File: src/rtl/ifu_pkg.sv
// Shared types and constants for the instruction-fetch unit.
package ifu_pkg;

  localparam int unsigned IFU_ADDR_W = 16;
  localparam logic [IFU_ADDR_W-1:0] IFU_RESET_PC = 16'h0000;
  localparam logic [31:0] INS_NOP = 32'h0000_0013;

  // One fetch-queue entry: the PC a word was fetched from and the word itself.
  typedef struct packed {
    logic [IFU_ADDR_W-1:0] pc;
    logic [31:0]           ins;
  } fetch_ent_t;

endpackage

File: src/rtl/ifu_fifo.sv
// Fetch queue: small synchronous FIFO of fetch_ent_t with flush.
// Flush wins over push and pop. Head reads as all-zero while empty.
module ifu_fifo
  import ifu_pkg::*;
#(
  parameter int unsigned DEPTH = 2
) (
  input  logic                         clk,
  input  logic                         rstn,
  input  logic                         push,
  input  logic                         pop,
  input  logic                         flush,
  input  fetch_ent_t                   wdata,
  output fetch_ent_t                   rdata,
  output logic [$clog2(DEPTH+1)-1:0]   count
);

  localparam int unsigned PTR_W = $clog2(DEPTH);
  localparam int unsigned CNT_W = $clog2(DEPTH + 1);

  fetch_ent_t       mem_q [DEPTH];
  logic [PTR_W-1:0] rd_ptr_q;
  logic [PTR_W-1:0] wr_ptr_q;
  logic [CNT_W-1:0] cnt_q;

  // Pointer and occupancy bookkeeping; DEPTH is a power of two so pointers wrap naturally.
  always_ff @(posedge clk or posedge rstn) begin
    if (rstn) begin
      rd_ptr_q <= '0;
      wr_ptr_q <= '0;
      cnt_q    <= '0;
    end else if (flush) begin
      rd_ptr_q <= '0;
      wr_ptr_q <= '0;
      cnt_q    <= '0;
    end else begin
      if (push) wr_ptr_q <= wr_ptr_q + 1'b1;
      if (pop)  rd_ptr_q <= rd_ptr_q + 1'b1;
      case ({push, pop})
        2'b10:   cnt_q <= cnt_q + 1'b1;
        2'b01:   cnt_q <= cnt_q - 1'b1;
        default: cnt_q <= cnt_q;
      endcase
    end
  end

  // Storage is not reset; occupancy alone decides what is visible.
  always_ff @(posedge clk) begin
    if (push && !flush) mem_q[wr_ptr_q] <= wdata;
  end

  // Head presentation, forced to zero while empty.
  always_comb begin
    rdata = '0;
    if (cnt_q != '0) rdata = mem_q[rd_ptr_q];
  end

  assign count = cnt_q;

endmodule

File: src/rtl/ifu_fetch_ctl.sv
// Instruction-fetch front end: owns the fetch PC, drives the 1-cycle-latency
// instruction SRAM, queues returned words and hands {pc, ins} to decode.
// Optional build macro IFU_PERF_CNT_EN adds internal perf counters
// (perf_issue, perf_kill, perf_stall); ports and behaviour are unchanged.
// ADDR_W must equal ifu_pkg::IFU_ADDR_W, since queue entries use fetch_ent_t.
module ifu_fetch_ctl
  import ifu_pkg::*;
#(
  parameter int unsigned       ADDR_W   = IFU_ADDR_W,
  parameter logic [ADDR_W-1:0] RESET_PC = IFU_RESET_PC,
  parameter int unsigned       QDEPTH   = 2
) (
  input  logic              clk,
  input  logic              rstn,
  input  logic              fetch_en,
  output logic [ADDR_W-1:0] ins_a,
  output logic              ins_e,
  input  logic [31:0]       ins,
  input  logic              redir_e,
  input  logic [ADDR_W-1:0] redir_pc,
  output logic              dec_vld,
  input  logic              dec_rdy,
  output logic [ADDR_W-1:0] dec_pc,
  output logic [31:0]       dec_ins
);

  localparam int unsigned       CNT_W    = $clog2(QDEPTH + 1);
  localparam logic [CNT_W:0]    QDEPTH_C = (CNT_W + 1)'(QDEPTH);
  localparam logic [ADDR_W-1:0] PC_INC   = ADDR_W'(4);

  logic [ADDR_W-1:0] pc_q, pc_d;
  logic [ADDR_W-1:0] req_pc_q, req_pc_d;
  logic [ADDR_W-1:0] ins_a_q;
  logic              inflight_q, inflight_d;
  logic              kill_q, kill_d;

  logic [ADDR_W-1:0] redir_addr;
  logic [ADDR_W-1:0] issue_addr;
  logic              issue;
  logic              push;
  logic              pop;
  logic              flush;
  logic [CNT_W:0]    occ;
  logic [CNT_W-1:0]  q_count;
  fetch_ent_t        wr_ent;
  fetch_ent_t        head;

  logic              unused_redir_lsb;
  assign unused_redir_lsb = ^redir_pc[1:0];

  // Issue/redirect decision, queue control and next-state for PC and in-flight tracking.
  always_comb begin
    redir_addr = {redir_pc[ADDR_W-1:2], 2'b00};
    push       = inflight_q & ~kill_q & ~redir_e;
    pop        = dec_vld & dec_rdy & ~redir_e;
    flush      = redir_e;
    // Occupancy next cycle if we issue now: held + landing - leaving must leave a slot.
    occ        = {1'b0, q_count} + {{CNT_W{1'b0}}, inflight_q} - {{CNT_W{1'b0}}, pop};
    issue      = 1'b0;
    issue_addr = pc_q;
    pc_d       = pc_q;
    if (redir_e) begin
      issue      = fetch_en;
      issue_addr = redir_addr;
      pc_d       = fetch_en ? redir_addr + PC_INC : redir_addr;
    end else if (fetch_en && (occ < QDEPTH_C)) begin
      issue = 1'b1;
      pc_d  = pc_q + PC_INC;
    end
    // Reset is asynchronous, so the request strobe must drop the moment it asserts.
    if (rstn) issue = 1'b0;
    inflight_d = issue;
    req_pc_d   = issue ? issue_addr : req_pc_q;
    // With single-cycle latency every pre-redirect response lands in the redirect
    // cycle itself and is dropped there, so a fresh request is never stale.
    kill_d     = 1'b0;
  end

  assign ins_e = issue;
  assign ins_a = issue ? issue_addr : ins_a_q;

  // Fetch state registers.
  always_ff @(posedge clk or posedge rstn) begin
    if (rstn) begin
      pc_q       <= RESET_PC;
      req_pc_q   <= RESET_PC;
      ins_a_q    <= RESET_PC;
      inflight_q <= 1'b0;
      kill_q     <= 1'b0;
    end else begin
      pc_q       <= pc_d;
      req_pc_q   <= req_pc_d;
      ins_a_q    <= ins_a;
      inflight_q <= inflight_d;
      kill_q     <= kill_d;
    end
  end

  assign wr_ent.pc  = req_pc_q;
  assign wr_ent.ins = ins;

  ifu_fifo #(
    .DEPTH (QDEPTH)
  ) u_fifo (
    .clk   (clk),
    .rstn  (rstn),
    .push  (push),
    .pop   (pop),
    .flush (flush),
    .wdata (wr_ent),
    .rdata (head),
    .count (q_count)
  );

  assign dec_vld = (q_count != '0);
  assign dec_pc  = head.pc;
  assign dec_ins = head.ins;

`ifdef IFU_PERF_CNT_EN
  logic [31:0] perf_issue;
  logic [31:0] perf_kill;
  logic [31:0] perf_stall;

  // Saturating event counters for issue, discarded responses and stalled fetch cycles.
  always_ff @(posedge clk or posedge rstn) begin
    if (rstn) begin
      perf_issue <= '0;
      perf_kill  <= '0;
      perf_stall <= '0;
    end else begin
      if (issue && (perf_issue != '1)) perf_issue <= perf_issue + 1'b1;
      if (inflight_q && (kill_q || redir_e) && (perf_kill != '1)) perf_kill <= perf_kill + 1'b1;
      if (fetch_en && !issue && (perf_stall != '1)) perf_stall <= perf_stall + 1'b1;
    end
  end
`else
  // Perf counters not built.
`endif

endmodule

File: config.mk
export PLATFORM = sky130hd
export DESIGN_NAME = ifu_fetch_ctl
export DESIGN_NICKNAME = d
export VERILOG_FILES = /design/src/rtl/ifu_pkg.sv /design/src/rtl/ifu_fifo.sv /design/src/rtl/ifu_fetch_ctl.sv
export SDC_FILE = /design/constraint.sdc
export NUM_CORES = 1
export LEC_CHECK = 0
export ABC_CLOCK_PERIOD_IN_PS = 4800
export CORE_MARGIN = 2
export CORE_UTILIZATION = 30
export CTS_CLUSTER_SIZE = 24
export DETAILED_ROUTE_END_ITERATION = 10
export PLACE_DENSITY_LB_ADDON = 0.08
export REMOVE_ABC_BUFFERS = 1
export SLEW_MARGIN = 20
export SYNTH_ARGS = -nofsm -noshare
export SYNTH_HDL_FRONTEND = slang
export SYNTH_SLANG_ARGS = --single-unit
export TNS_END_PERCENT = 10
File: constraint.sdc
create_clock -name clk -period 4.8 [get_ports clk]
set_input_delay 0.96 -clock clk [delete_from_list [all_inputs] [get_ports clk]]
set_output_delay 0.96 -clock clk [all_outputs]
set_load 0.05 [all_outputs]
==> summary.md <==
| Metric | Value |
|---|---|
| RSZ-0062 raised after global routing | false |
| Post-synth top area share | between 40% and 50% |
| Combinational share of power | between 20% and 30% |
| Largest net degree at the start of global routing | 51 |
| Via Count | slightly below 4k |
| TritonCTS clock tree | done |
| Multi-input gate area | between 0.002 and 0.0025 mm^2 |
| Crit path capture | ins_a[9] |
| Clock transition at the registers of the reported paths | 0.06 ns |
| Die Ht | around 150 um |
| Final Critical Period | 4.38 ns |
| Ranking of synthesized cells by area | edfxtp_1 (44%), dfrtp_1 (20%), mux2i_1 (8.5%), mux2_4 (6.1%), nor2_1 (3.5%) |
| Initial Util | 30.5% |
| IO Pins | 119 |
| Initial antenna violation count | 0 |
| Initial drt markers | 151 |
| Finish-stage setup viols | 0 |
| Final nets | 629 |
| P_leak | ~3.2 nW |
| Synth-to-Final Area Change | 34.6% |
| Final Hold Fails | 0 |
| Gr usage total | roughly an eighth |
| Switching Power | roughly 970 uW |
| Post-Layout Cell Count | 860 |
| Worst setup EP type | output pin |
| DRT Wirelength | between 10,000 and 15,000 um |
| Dominant cell type by area after synthesis | edfxtp_1 |
| Hold Buf Count CTS | 0 |
| Die area | ~0.022 mm^2 |
| CP Cell Sequence | dlymetal6s2s_1, nand2_1, nor2_1, ha_1, nand2b_1, fa_1, nand2_2, o31ai_2, nand2_2, buf_12, mux2_4, buf_12 |
| Avg WL per Cell | 16.2 um |
| Core area | around 0.021 mm^2 |
| Finished Core Util | 41.1% |
| Sequential power share | a little over two fifths |
| Max Fclk | around 230 MHz |
| Avg Cell Area, Syn | 14.3 um^2 |
| CTS buffer count | 17 |
| Clock sinks | roughly 140 |
| Internal | 2.49 mW |
| Cell variety after synth | 42 |
| CP required | ~3.8 ns |
| Final Max Slew Viols | 0 |
| Least-Margin Pin Slew | about 0.91 ns |
| Tot Pwr | roughly 3.5 mW |
| RR Endpoint | pc_q[15] |
| PD cells | 402 mW/mm^2 |
| Share of cells above drive strength 1 | a little under a fifth |
| GP Congestion | between 0.7 and 0.8 |
| Sequential cell area | 0.00408 mm^2 |
| H-tree depth | 4 |
| #FFs+latches synth | roughly 140 |
| Placed Cells | 827 |
| Final WS setup | 0.419 ns |
| Share of flip-flops with an asynchronous set or reset | 34.7% |
| Die W | between 100 and 150 um |
| Vias in the first global route | around 4.0k |
| # rows | 53 |
| Antenna viol nets, final | 0 |
| PortBufs | 116 |
| EDFF count, synth | 94 |
| DRC | 0 |
| Clock network latency to the later pin of the worst-skew pair | about 0.4 ns |
| Post-Synthesis Cells | about 450 |
| Worst Setup SP | dec_rdy |
| First-pass GRT wire length | around 22,000 um |
| Pre-CTS WS | ~0.098 ns |
| Largest fanout on the critical path | 26 |
| Drt pass-1 iters | 4 |
| Dominant synthesized flop cell | edfxtp_1 |
| Maxcap violations | 0 |
| Commonest cells post-synth | edfxtp_1 (94), nor2_1 (60), mux2i_1 (54), dfrtp_1 (50), mux2_4 (26) |
| CTS Root Cell | clkbuf_16 |
| Setup slack, reg-to-reg | 1.73 ns |
| Clock power frac | about a third |
| Clock skew | between 0.01 and 0.015 ns |
| Bufs on Longest Clock Path | 2 |
| Status | finished clean |
| Mapped cell area | approximately 0.0064 mm^2 |
| Fillers | around 2.0k |
| Global route overflow | 0 |
| Max_slew headroom | between 30% and 40% |
| Syn. warnings | 0 |
| Sequential area share after synthesis | between 60% and 70% |
| Hold Crit Class | flop to flop |
| Most frequent cell after synthesis | edfxtp_1 |
| Critical path startpoint category | primary input |
| Largest stage delay on the critical path | around 0.58 ns |
| DPL Wire Length | ~8900 um |
| Final cycle utilization of the critical path | 91.3% |
| R2R depth | 13 |
| Ant diodes | 0 |
| Slowest CP cell | fa_1 |
| Reg2Reg Launch Point | u_fifo.count[1] |
| Critical path class | primary input to output pin |
| Crit path DAT | 3.42 ns |
| Peak VDD IR | roughly 0.23 mV |
| Sw Share | around 28% |
| Via density | ~4.5 |
[worst min-delay path by stage]
stage	startpoint	end	slack [ns]	cells after the start
floorplan	req_pc_q[1]	u_fifo.mem_q[0][33]	0.43	0
global placement	req_pc_q[1]	u_fifo.mem_q[1][33]	0.45	0
detailed placement	req_pc_q[1]	u_fifo.mem_q[0][33]	0.46	0
CTS	req_pc_q[1]	u_fifo.mem_q[1][33]	0.46	0
global route	req_pc_q[1]	u_fifo.mem_q[1][33]	0.48	0
finish	req_pc_q[15]	u_fifo.mem_q[1][47]	0.46	0
[logic make-up after synthesis]
| family | Yosys count | synth area share [%] |
|---|---|---|
| AO/OA/AOI/OAI | 24 | 2.68 |
| XOR/XNOR | 25 | 3.54 |
| adder cells (fa/ha/maj) | 4 | 0.900 |
| buffers and inverters | 41 | 3.19 |
| flip-flops | 144 | 63.7 |
| multiplexers | 91 | 16.5 |
| AND/OR/NAND/NOR | 119 | 9.47 |
[through the flow]
| stage | hold slack (ns) | setup TNS [ns] | area [um^2] |
|---|---|---|---|
| finish | 0.465 | 0 | 8610 |
| global route | 0.484 | 0 | 8610 |
| CTS | 0.465 | 0 | 8590 |
| detailed placement | 0.456 | 0 | 8050 |
| global placement | 0.448 | 0 | 8050 |
| floorplan | 0.434 | -56.62 | 6250 |
[critical path, delay by kind of cell]
family,cells,cell delay (ns)
AOI/OAI and AO/OA,1,0.24
adders and majority gates,2,0.80
buffers and inverters,3,0.49
muxes,1,0.34
and+or+nand+nor,5,0.56
[power by group through the flow]
stage / sequential (mW) / clock (mW) / combinational, mW
6_report: 1.52 / 1.22 / 0.726
5_1_grt: 1.53 / 1.31 / 0.770
4_1_cts: 1.52 / 1.26 / 0.736
3_5_place_dp: 1.54 / 0 / 0.733
3_3_place_gp: 1.54 / 0 / 0.730
2_1_floorplan: 1.52 / 0 / 0.436
[repair_timing]
action | in CTS | in global routing
setup endpoints to repair | 0 | 14
setup buffers | 0 | 1
resized for setup | 0 | 2
hold endpoints to repair | 0 | 0
[cell type report]
type                    instances  share of cell area [%]
multi-input cells             263                    24.7
repair buffers                129                    16.8
clock buffers                  21                    5.36
well taps                     275                    4.00
clock inverters                11                   0.974
inverters                      17                   0.741
flip-flops and latches        144                    47.4
[placed cells by master, fill, tap and decap left out, types with 16 or more instances in the layout]
cell             synthesis  layout
clkdlybuf4s50_1          0      97
edfxtp_1                94      94
nor2_1                  60      59
mux2i_1                 54      54
dfrtp_1                 50      49
mux2_4                  26      26
clkbuf_16                0      18
buf_12                   0      18
inv_1                   17      16
xnor2_1                 16      16
[registers in the layout, summed over array words and instances (netlist names)]
name / flops
inflight_q: 1
ins_a_q: 16
pc_q: 14
req_pc_q: 15
u_fifo.count: 2
u_fifo.mem_q: 94
u_fifo.rd_ptr_q: 1
u_fifo.wr_ptr_q: 1
[routing by layer]
layer / wire length (um) / global-route usage (%) / vias up
li1: - / - / 1878
met3: 632 / 3.20 / 12
met4: 152 / 4.67 / 0
met5: 0 / 0 / -
met2: 6570 / 20.0 / 92
met1: 6600 / 17.6 / 1888
No activity file was read; power rests on OpenSTA's default activity.
